File: config.mk
export PLATFORM = sky130hd
export DESIGN_NAME = fp_flag_accum
export DESIGN_NICKNAME = d
export VERILOG_FILES = /design/src/rtl/fp_flag_accum.sv
export SDC_FILE = /design/constraint.sdc
export NUM_CORES = 1
export LEC_CHECK = 0
export BUFFER_PORTS_ARGS = -buffer_cell sky130_fd_sc_hd__clkbuf_2
export CAP_MARGIN = 20
export CORE_MARGIN = 8
export CORE_UTILIZATION = 25
export CTS_BUF_LIST = sky130_fd_sc_hd__clkbuf_4
export CTS_CLUSTER_DIAMETER = 80
export CTS_CLUSTER_SIZE = 20
export DETAILED_ROUTE_END_ITERATION = 7
export MAX_ROUTING_LAYER = met4
export SKIP_CTS_REPAIR_TIMING = 1
export SLEW_MARGIN = 5
export SYNTH_ARGS = -nofsm -noshare
export SYNTH_HDL_FRONTEND = slang
export SYNTH_SLANG_ARGS = --single-unit
File: constraint.sdc
create_clock -name clk -period 7.5 [get_ports clk]
set_input_delay 2.25 -clock clk [delete_from_list [all_inputs] [get_ports clk]]
set_output_delay 2.25 -clock clk [all_outputs]
set_load 0.005 [all_outputs]
File: src/rtl/fp_flag_accum.sv
// Sticky IEEE-754 exception status for the FIR multiplier: per-flag sticky bits,
// saturating event counters, first-exception capture and a maskable trap request.
module fp_flag_accum #(
  parameter int WFLAG = 5,
  parameter int CNTW  = 8
) (
  input  logic             clk,
  input  logic             reset,
  input  logic             flag_valid,
  input  logic [WFLAG-1:0] flags_in,
  input  logic             clr,
  input  logic             trap_wr,
  input  logic [WFLAG-1:0] trap_en_in,
  input  logic [2:0]       cnt_sel,
  output logic [WFLAG-1:0] sticky,
  output logic [WFLAG-1:0] trap_en,
  output logic             irq,
  output logic [CNTW-1:0]  cnt_out,
  output logic [CNTW-1:0]  res_idx,
  output logic             first_vld,
  output logic [WFLAG-1:0] first_flags,
  output logic [CNTW-1:0]  first_idx
);

  typedef enum logic [0:0] {
    IDLE = 1'b0,
    CAPT = 1'b1
  } cap_state_t;

  function automatic logic [CNTW-1:0] sat_inc(input logic [CNTW-1:0] v);
    if (v == {CNTW{1'b1}}) begin
      return v;
    end else begin
      return v + {{(CNTW-1){1'b0}}, 1'b1};
    end
  endfunction

  logic [WFLAG-1:0] flags_eff_s;
  logic             hit_s;
  logic [WFLAG-1:0] sticky_nxt_s;
  logic [WFLAG-1:0] trap_en_nxt_s;
  logic [CNTW-1:0]  res_idx_nxt_s;
  logic [CNTW-1:0]  capt_idx_s;
  logic [CNTW-1:0]  cnt_nxt_s [WFLAG];
  logic [CNTW-1:0]  cnt_out_nxt_s;

  logic [WFLAG-1:0] sticky_r;
  logic [WFLAG-1:0] trap_en_r;
  logic             irq_r;
  logic [CNTW-1:0]  cnt_r [WFLAG];
  logic [CNTW-1:0]  cnt_out_r;
  logic [CNTW-1:0]  res_idx_r;
  cap_state_t       state_r;
  logic             first_vld_r;
  logic [WFLAG-1:0] first_flags_r;
  logic [CNTW-1:0]  first_idx_r;

  // Next-state datapath: a clear zeroes the base state, then a valid result is applied on top.
  always_comb begin
    flags_eff_s   = {WFLAG{1'b0}};
    sticky_nxt_s  = sticky_r;
    res_idx_nxt_s = res_idx_r;
    capt_idx_s    = res_idx_r;
    trap_en_nxt_s = trap_en_r;
    cnt_out_nxt_s = {CNTW{1'b0}};
    for (int i = 0; i < WFLAG; i++) begin
      cnt_nxt_s[i] = cnt_r[i];
    end

    if (flag_valid) begin
      flags_eff_s = flags_in;
    end else begin
      flags_eff_s = {WFLAG{1'b0}};
    end

    if (clr) begin
      sticky_nxt_s  = {WFLAG{1'b0}};
      res_idx_nxt_s = {CNTW{1'b0}};
      capt_idx_s    = {CNTW{1'b0}};
      for (int i = 0; i < WFLAG; i++) begin
        cnt_nxt_s[i] = {CNTW{1'b0}};
      end
    end else begin
      capt_idx_s = res_idx_r;
    end

    if (flag_valid) begin
      sticky_nxt_s  = sticky_nxt_s | flags_eff_s;
      res_idx_nxt_s = res_idx_nxt_s + {{(CNTW-1){1'b0}}, 1'b1};
      for (int i = 0; i < WFLAG; i++) begin
        if (flags_eff_s[i]) begin
          cnt_nxt_s[i] = sat_inc(cnt_nxt_s[i]);
        end else begin
          cnt_nxt_s[i] = cnt_nxt_s[i];
        end
      end
    end else begin
      sticky_nxt_s = sticky_nxt_s;
    end

    if (trap_wr) begin
      trap_en_nxt_s = trap_en_in;
    end else begin
      trap_en_nxt_s = trap_en_r;
    end

    // Selector values beyond the flag range read back as zero.
    for (int i = 0; i < WFLAG; i++) begin
      if (cnt_sel == 3'(i)) begin
        cnt_out_nxt_s = cnt_nxt_s[i];
      end else begin
        cnt_out_nxt_s = cnt_out_nxt_s;
      end
    end
  end

  assign hit_s = |flags_eff_s;

  // Status registers; irq is precomputed so it matches the sticky/trap_en it is derived from.
  always_ff @(posedge clk) begin
    if (reset) begin
      sticky_r  <= {WFLAG{1'b0}};
      trap_en_r <= {WFLAG{1'b0}};
      irq_r     <= 1'b0;
      res_idx_r <= {CNTW{1'b0}};
      cnt_out_r <= {CNTW{1'b0}};
      for (int i = 0; i < WFLAG; i++) begin
        cnt_r[i] <= {CNTW{1'b0}};
      end
    end else begin
      sticky_r  <= sticky_nxt_s;
      trap_en_r <= trap_en_nxt_s;
      irq_r     <= |(sticky_nxt_s & trap_en_nxt_s);
      res_idx_r <= res_idx_nxt_s;
      cnt_out_r <= cnt_out_nxt_s;
      for (int i = 0; i < WFLAG; i++) begin
        cnt_r[i] <= cnt_nxt_s[i];
      end
    end
  end

  // First-exception capture FSM; a clear in CAPT may immediately recapture a same-cycle result.
  always_ff @(posedge clk) begin
    if (reset) begin
      state_r       <= IDLE;
      first_vld_r   <= 1'b0;
      first_flags_r <= {WFLAG{1'b0}};
      first_idx_r   <= {CNTW{1'b0}};
    end else begin
      case (state_r)
        IDLE: begin
          if (hit_s) begin
            state_r       <= CAPT;
            first_vld_r   <= 1'b1;
            first_flags_r <= flags_eff_s;
            first_idx_r   <= capt_idx_s;
          end else begin
            state_r       <= IDLE;
            first_vld_r   <= 1'b0;
            first_flags_r <= {WFLAG{1'b0}};
            first_idx_r   <= {CNTW{1'b0}};
          end
        end
        CAPT: begin
          if (clr && hit_s) begin
            state_r       <= CAPT;
            first_vld_r   <= 1'b1;
            first_flags_r <= flags_eff_s;
            first_idx_r   <= capt_idx_s;
          end else if (clr) begin
            state_r       <= IDLE;
            first_vld_r   <= 1'b0;
            first_flags_r <= {WFLAG{1'b0}};
            first_idx_r   <= {CNTW{1'b0}};
          end else begin
            state_r       <= CAPT;
            first_vld_r   <= first_vld_r;
            first_flags_r <= first_flags_r;
            first_idx_r   <= first_idx_r;
          end
        end
        default: begin
          state_r       <= IDLE;
          first_vld_r   <= 1'b0;
          first_flags_r <= {WFLAG{1'b0}};
          first_idx_r   <= {CNTW{1'b0}};
        end
      endcase
    end
  end

  assign sticky      = sticky_r;
  assign trap_en     = trap_en_r;
  assign irq         = irq_r;
  assign cnt_out     = cnt_out_r;
  assign res_idx     = res_idx_r;
  assign first_vld   = first_vld_r;
  assign first_flags = first_flags_r;
  assign first_idx   = first_idx_r;

endmodule

# Yosys cells after proc, flatten, opt, wreduce, memory -nomap -nowiden

Memory sizes are Yosys's and may differ from the RTL's.
Cells that the tools add are included.

Reductions and logical operators: 4
Mux-type cells: 46
Bitwise logic cells: 8
Add/sub/neg operators: 6
Eq/ne operators: 10

Operator list:

| kind                                                 | number |
|---|---|
| 2-to-1 mux 8 bit                                     | 25 |
| 2-to-1 mux 40 bit                                    | 2 |
| adder 8 x 1 -> 8 bit (second input constant)         | 6 |
| equality test 8 bit (second input constant)          | 5 |
| 2-to-1 mux 5 bit                                     | 7 |
| case mux 8 bit (2 select lines)                      | 1 |
| case mux 5 bit (2 select lines)                      | 1 |
| OR reduction 5 bit                                   | 2 |
| 2-to-1 mux 1 bit                                     | 8 |
| equality test 3 x 2 -> 1 bit (second input constant) | 2 |
| bitwise AND 5 bit                                    | 1 |
| bitwise OR 1 bit                                     | 5 |
| bitwise OR 5 bit                                     | 1 |
| case mux 1 bit (2 select lines)                      | 2 |
| equality test 3 x 1 -> 1 bit (second input constant) | 1 |
| equality test 3 bit (second input constant)          | 1 |
| zero test 3 bit                                      | 1 |
| != test 3 x 2 -> 1 bit (second input constant)       | 1 |
| logical AND 1 bit                                    | 1 |
| NOT 1 bit                                            | 1 |

Output and inout bits: 41
Bits in registers: 42
Bits in writable memories: 40
Memories: 1
Input bits: 18

Memories:

| name  | words | bits a word | rd ports | clocked after memory_dff | write ports | line | text |
|---|---|---|---|---|---|---|---|
| cnt_r | 5     | 8           | 5        | 0                        | 5           | 50   | `logic [CNTW-1:0] cnt_r [WFLAG];` |

# Depth between registers and ports, before layout

Gate-level depths: netlist of the first run.

Depth after elaboration: 10
Gate-level depth with buffers: 11

# Worst setup path before layout of the first run

OpenSTA, ideal clock, no wires.

Kind: in2reg
From: in clr
To: reg cnt_out_r[6], in the netlist cnt_out[6]
Data required time: 7.372 ns
Stages: 11
Arrival: 3.932 ns
Setup slack: 3.440 ns
Cells stage by stage: buf_6 buf_6 buf_2 nor2b_1 ha_1 and3_1 and3_1 and4b_1 a21oi_1 a31oi_1 o211ai_1

Longest elaborated chain between the ends: 10

Ends and longest elaborated chain:

| item                                                        | line   | text |
|---|---|---|
| start, declared                                             | 11     | `input logic clr,` |
| 2-to-1 mux 40 bit (*)                                       | 76     | `if (clr) begin` |
| adder 8 x 1 -> 8 bit or equality test 8 bit (tied branches) | 34, 31 |  |
| 2-to-1 mux 8 bit                                            | 31     | `if (v == {CNTW{1'b1}}) begin` |
| 2-to-1 mux 8 bit                                            | 91     | `if (flags_eff_s[i]) begin` |
| 2-to-1 mux 40 bit (*)                                       | 87     | `if (flag_valid) begin` |
| 2-to-1 mux 8 bit (4 in a row)                               | 109    | `if (cnt_sel == 3'(i)) begin` |
| 2-to-1 mux 8 bit (*)                                        | 109    |  |
| end signal, assigned                                        | 126    | `cnt_out_r <= {CNTW{1'b0}};` |
| end signal, assigned                                        | 135    | `cnt_out_r <= cnt_out_nxt_s;` |
| end, declared                                               | 51     | `logic [CNTW-1:0] cnt_out_r;` |

Every way passes the cells marked *; elsewhere a longest branch is shown, timed or not.
A chain may end at the register's enable or synchronous reset.

# Worst setup path after layout of the first run

Ends and elaborated chain as after synthesis.

==> flow_metrics.env, run 1 <==
export IMPL_ir_drop_mv=0.0736
export IMPL_area_delta_synth_final_pct=15.1
export IMPL_setup_viol=0
export IMPL_arrival_ns=4.29
export IMPL_drive_above_1_share_pct=18.8
export IMPL_synth_top_area_share_pct=39.7
export IMPL_clk_path_buf_depth=2
export IMPL_synth_nets=518
export IMPL_synthMostInstantiatedCell="nor2_1"
export IMPL_end_kind="flip-flop"
export IMPL_cp_common_cell="and3_1"
export IMPL_instances_no_fill=768
export IMPL_ys_ff_latch=82
export IMPL_startpoint_type="input port"
export IMPL_synth_edf_count=0
export IMPL_drc=0
export IMPL_drt_initial_drc_count=198
export IMPL_cap_violations=0
export IMPL_die_area_mm2=0.0209
export IMPL_cp_num_buf_inv=2
export IMPL_async_flop_share_pct=0
export IMPL_htree_levels=3
export IMPL_grtUsageTotal_pct=11.5
export IMPL_p_leak_nw=1.84
export IMPL_finalClockSkew_ns=0.0172
export IMPL_worst_path_largest_cell_delay_ns=0.31
export IMPL_yosysWarnings=0
export IMPL_p_total_uw=818
export IMPL_min_path_type="reg -> reg"
export IMPL_crit_fanout=47
export IMPL_place_area_mm2=0.00460
export IMPL_core_area_mm2=0.0163
export IMPL_grt_pass1_wl_um=18300
export IMPL_place_ws_ns=3.07
export IMPL_synth_simple_area_share_pct=32.4
export IMPL_path_clk_slew_ns=0.14
export IMPL_die_h_um=145
export IMPL_worst_slew_pin_slew_ns=0.998
export IMPL_io_buffers=58
export IMPL_crit_slowest_cell="a31oi_1"
export IMPL_critPathKind="in -> reg"
export IMPL_synth_compound_area_share_pct=13.4
export IMPL_critPathRequiredTime_ns=7.83
export IMPL_path_delay_family="simple AND/OR/NAND/NOR gates"
export IMPL_synth_cell_types=66
export IMPL_vias=3599
export IMPL_maxSlewHeadroom_pct=33.3
export IMPL_via_per_inst=4.69
export IMPL_rows=47
export IMPL_numCtsBuffers=9
export IMPL_fin_setup_tns_ns=0
export IMPL_syn_cell_area_mm2=0.00413
export IMPL_final_area_mm2=0.00476
export IMPL_root_buffer="clkbuf_4"
export IMPL_grt_overflow=0
export IMPL_yosysSeqAreaShare_pct=39.7
export IMPL_synth_fa_ha_area_share_pct=1.51
export IMPL_clk_latency_ns=0.43
export IMPL_antenna_found_initial=0
export IMPL_grt_pass1_vias=3588
export IMPL_synth_common_cells="nor2_1 (91), dfxtp_1 (82), nand2_1 (51)"
export IMPL_synth_flop_cell="dfxtp_1"
export IMPL_power_density_mw_per_mm2=172
export IMPL_drv_slew=0
export IMPL_cts_tree="built"
export IMPL_antenna_cells=0
export IMPL_synth_top_family_by_area="simple AND/OR/NAND/NOR gates"
export IMPL_finalWirelength_um=11400
export IMPL_clkSinkCount=82
export IMPL_min_period_over_period_pct=52.8
export IMPL_nets=566
export IMPL_nFillCells=1810
export IMPL_fmax_mhz=252
export IMPL_initial_utilization_pct=25.3
export IMPL_outcome="complete, no violations"
export IMPL_fin_util_pct=29.1
export IMPL_dp_hpwl_um=8460
export IMPL_wl_per_cell_um=14.8
export IMPL_syn_inst=495
export IMPL_layout_min_cycle_time_ns=3.96
export IMPL_placed_cells=752
export IMPL_yosys_mux_area_fraction_pct=5.06
export IMPL_setup_ws_ns=3.54
export IMPL_yosys_area_top_type="dfxtp_1"
export IMPL_worstPathCellList="clkbuf_2, buf_4, nor2b_1, ha_1, and3_1, and3_1, and4b_1, a21oi_1, a31oi_1, o211ai_1"
export IMPL_synth_area_per_cell_um2=8.35
export IMPL_place_congestion=0.850
export IMPL_hold_violations=0
export IMPL_hold_worst_slack_ns=0.503
export IMPL_drtPass1Iterations=5
export IMPL_design_portCount=59
export IMPL_rsz0062_at_grt="false"
export IMPL_grt_max_degree=65
export IMPL_synth_area_leaders="dfxtp_1 (40%), nor2_1 (8.3%), nand2_1 (4.6%)"
export IMPL_synthXorXnorAreaFrac_pct=4.45
export IMPL_ant_nets=0
export IMPL_die_w_um=145
## final timing paths
kind,from,to,slack [ns],cells past startpoint
max,clr,cnt_out[6]$_SDFF_PP0_,3.54,10
min,first_idx[6]$_SDFFE_PP0P_,first_idx[6]$_SDFFE_PP0P_,0.50,2
max reg2reg,cnt_r[0][24]$_SDFF_PP0_,cnt_out[6]$_SDFF_PP0_,5.37,8
min reg2reg,first_idx[6]$_SDFFE_PP0P_,first_idx[6]$_SDFFE_PP0P_,0.50,2
## cell families (layout without fill, tap and decap cells)
logic type,count (synthesis),count (layout)
compound gates,75,75
xor+xnor,21,21
fa+ha+maj,5,5
buf+inv,29,82
flops,82,82
mux,20,20
simple gates,263,263
## worst min-delay path, cell delays in order (launching register included)
cell and delay [ns]:
dfxtp_1 0.35, a21oi_1 0.06, nor2_1 0.07
## cell usage in the layout (no fill, tap or decap), drive strengths merged, types with 7 or more instances in the layout
cell type,netlist,layout
a21oi,15,15
a31oi,13,13
and3,10,10
clkbuf,11,67
dfxtp,82,82
mux2,7,7
mux2i,13,13
nand2,52,52
nand2b,8,8
nand3,14,14
nand4,11,11
nor2,93,93
nor2b,30,30
nor3,15,15
o21ai,10,10
xnor2,14,14
xor2,7,7
## final cells by class
class | instances | area, µm² | share of cell area, %
clock inverters | 7 | 93.8 | 1.97
clock buffers | 9 | 67.6 | 1.42
flip-flops and latches | 82 | 1640 | 34.5
inverters | 5 | 18.8 | 0.395
repair buffers | 61 | 313 | 6.58
well taps | 220 | 275 | 5.79
multi-input cells | 384 | 2350 | 49.3
## routing by layer
| layer | part of all wire, % | vias to the layer above | GRT usage, % |
|---|---|---|---|
| li1 | - | 1828 | - |
| met1 | 45 | 1694 | 13.7 |
| met2 | 49 | 67 | 19.3 |
| met3 | 4.3 | 10 | 1.78 |
| met4 | 1.1 | 0 | 3.89 |
| met5 | 0 | - | - |
## sequential cells by signal, indices dropped and copies added (netlist names)
name and cells:
res_idx 8, cnt_out 8, cnt_r 40, sticky 5
state_r 1, first_vld 1, trap_en 5, first_flags 5
irq 1, first_idx 8
## power breakdown
part	leakage, nW	internal (mW)	switching (mW)
clock network	0.0835	0.135	0.158
logic	1.09	0.0260	0.0482
registers	0.666	0.445	0.00672
total	1.84	0.606	0.212
Note: power is estimated with default switching activity, not from simulation.
==> run 2, diff against run 1 <==
--- a/config.mk
+++ b/config.mk
@@ -5,6 +5,7 @@
 export SDC_FILE = /design/constraint.sdc
 export NUM_CORES = 1
 export LEC_CHECK = 0
+export ABC_AREA = 1
 export BUFFER_PORTS_ARGS = -buffer_cell sky130_fd_sc_hd__clkbuf_2
 export CAP_MARGIN = 20
 export CORE_MARGIN = 8
==> constraint.sdc (replaced) <==
create_clock -name clk -period 3.3 [get_ports clk]
set_input_delay 0.99 -clock clk [delete_from_list [all_inputs] [get_ports clk]]
set_output_delay 0.99 -clock clk [all_outputs]
set_load 0.005 [all_outputs]
==> run 2 against run 1 <==
Net effect:
- via count grew 24%
- cell count grew 27%
- total power increased by 120%
- sequential power is 130% higher
- critical path depth up 3
- area after synthesis increased by 9.4%
- sequential cell count stayed put
- hold slack worse by 0.030 ns
- utilization decreased by 0.20 points
- clock-buffer cell count up 3
- critical path type unchanged
==> flow_metrics.env, run 2 <==
export IMPL_nets=762
export IMPL_die_w_um=150
export IMPL_startpoint_type="input port"
export IMPL_ys_ff_latch=82
export IMPL_layout_commonest_cell="nand2_1"
export IMPL_core_area_mm2=0.0178
export IMPL_initial_utilization_pct=25.3
export IMPL_async_flop_share_pct=0
export IMPL_maxSlewHeadroom_pct=51.1
export IMPL_place_congestion=0.849
export IMPL_grtUsageTotal_pct=12.2
export IMPL_grt_max_degree=47
export IMPL_clk_latency_ns=0.46
export IMPL_numCtsBuffers=9
export IMPL_synth_common_cells="nand2_1 (174), nor2_1 (88), dfxtp_1 (82)"
export IMPL_min_period_over_period_pct=77.5
export IMPL_min_path_type="reg -> reg"
export IMPL_largest_reg_flops=40
export IMPL_yosysSeqAreaShare_pct=36.3
export IMPL_crit_slowest_cell="buf_4"
export IMPL_crit_fanout=17
export IMPL_ir_drop_mv=0.290
export IMPL_place_area_mm2=0.00504
export IMPL_synth_edf_count=0
export IMPL_final_cell_mix="nand2_1 (174), nor2_1 (88), dfxtp_1 (82)"
export IMPL_dp_hpwl_um=9850
export IMPL_worst_slew_pin_slew_ns=0.732
export IMPL_io_buffers=58
export IMPL_rsz0062_at_grt="false"
export IMPL_final_area_mm2=0.00515
export IMPL_synthMostInstantiatedCell="nand2_1"
export IMPL_area_delta_synth_final_pct=14.1
export IMPL_antenna_found_initial=0
export IMPL_via_per_inst=4.60
export IMPL_drive_above_1_share_pct=17.6
export IMPL_cp_num_buf_inv=2
export IMPL_finalWirelength_um=13000
export IMPL_worstPathCellList="clkbuf_2, buf_4, nor2_1, ha_1, nand2_1, nor2_2, nand3_2, nand2_1, nand2_1, nand3_1, nand2_1, o21ai_1, nand2_1"
export IMPL_synth_nets=704
export IMPL_finalClockSkew_ns=0.0204
export IMPL_path_delay_family="simple AND/OR/NAND/NOR gates"
export IMPL_antenna_cells=0
export IMPL_layout_min_cycle_time_ns=2.56
export IMPL_synth_flop_cell="dfxtp_1"
export IMPL_clkSinkCount=82
export IMPL_grt_pass1_vias=4144
export IMPL_yosys_area_top_type="dfxtp_1"
export IMPL_drt_initial_drc_count=360
export IMPL_die_h_um=150
export IMPL_grt_pass1_wl_um=21000
export IMPL_syn_inst=681
export IMPL_fin_setup_tns_ns=0
export IMPL_syn_cell_area_mm2=0.00452
export IMPL_clk_path_buf_depth=2
export IMPL_synth_area_per_cell_um2=6.63
export IMPL_end_kind="flip-flop"
export IMPL_drtPass1Iterations=5
export IMPL_cp_common_cell="nand2_1"
export IMPL_critPathKind="in -> reg"
export IMPL_grt_overflow=0
export IMPL_p_leak_nw=2.32
export IMPL_yosysWarnings=0
export IMPL_fmax_mhz=391
export IMPL_arrival_ns=2.92
export IMPL_root_buffer="clkbuf_4"
export IMPL_setup_viol=0
export IMPL_htree_levels=3
export IMPL_synth_area_leaders="dfxtp_1 (36%), nand2_1 (14%), nand3_1 (8.1%)"
export IMPL_drc=0
export IMPL_vias=4473
export IMPL_cap_violations=0
export IMPL_p_total_mw=1.77
export IMPL_wl_per_cell_um=13.4
export IMPL_hold_violations=0
export IMPL_critPathRequiredTime_ns=3.66
export IMPL_synth_top_area_share_pct=36.3
export IMPL_design_portCount=59
export IMPL_ant_nets=0
export IMPL_die_area_mm2=0.0226
export IMPL_path_clk_slew_ns=0.13
export IMPL_outcome="complete, no violations"
export IMPL_rows=49
export IMPL_power_density_mw_per_mm2=344
export IMPL_synth_cell_types=40
export IMPL_drv_slew=0
export IMPL_cts_tree="built"
export IMPL_regMostFlops="cnt_r"
export IMPL_worst_path_largest_cell_delay_ns=0.25
-- run 2: cell types whose count changed in the layout (fill, tap and decap cells not counted), sizes merged, moves of 11 or more --
| cell | previous run | this run |
|---|---|---|
| xnor2 | 14 | 0 |
| nand4 | 11 | 22 |
| inv | 5 | 83 |
| o21ai | 10 | 23 |
| nand2 | 52 | 188 |
| nor2b | 30 | 0 |
| nand3 | 14 | 82 |
| a31oi | 13 | 1 |
| a21oi | 15 | 38 |
-- run 2: kinds of logic after synthesis --
kind of cell,count (synthesis),share of synthesized area (%)
muxes,5,1.11
DFF,82,36.3
AOI/OAI and AO/OA,72,8.78
buffers and inverters,103,10.0
and+or+nand+nor,414,42.4
adders and majority gates,5,1.38
-- run 2: worst paths after layout --
check / from / to / cells after the start / slack, ns
worst max-delay path: clr / cnt_out[0]$_SDFF_PP0_ / 13 / 0.74
worst min-delay path: first_idx[7]$_SDFFE_PP0P_ / first_idx[7]$_SDFFE_PP0P_ / 2 / 0.47
worst max register to register: cnt_r[0][25]$_SDFF_PP0_ / cnt_out[0]$_SDFF_PP0_ / 12 / 1.35
worst min register to register: first_idx[7]$_SDFFE_PP0P_ / first_idx[7]$_SDFFE_PP0P_ / 2 / 0.47
-- run 2: layout make-up --
| cell class | count | area, µm² |
|---|---|---|
| multi-input combinational | 496 | 2420 |
| tap | 229 | 287 |
| clock buffer | 12 | 90.1 |
| sequential | 82 | 1640 |
| clock inverter | 4 | 28.8 |
| fill | 1987 | 12700 |
| inverter | 83 | 314 |
| timing repair buffer | 67 | 370 |
-- run 2: worst min-delay path: stages (launching register included) --
cell     delay (ns)
dfxtp_1        0.33
nand2_1        0.06
a21oi_1        0.05
-- run 2: routing by layer --
layer	global-route usage, %	vias up	part of all wire, %
met1	15.8	1997	50
met3	2.49	24	4.4
met2	17.9	125	42
li1	-	2327	-
met4	5.30	0	3.2
met5	-	-	0
-- run 2: metrics by stage --
stage               hold WS, ns  instances  util, %  setup WS [ns]
floorplan                 0.461        681        -          0.795
global placement          0.457        957     28.2          0.319
detailed placement        0.459        957     28.2          0.325
CTS                       0.479        973     28.9          0.850
global route              0.497        973     28.9          0.640
finish                    0.473        973     28.9          0.741
-- run 2: where the power goes --
part           total [mW]  switching, mW  leakage, nW  internal, mW
Clock               0.539          0.359       0.0635         0.180
Sequential           1.03         0.0151        0.667          1.02
Combinational       0.203          0.138         1.59        0.0647
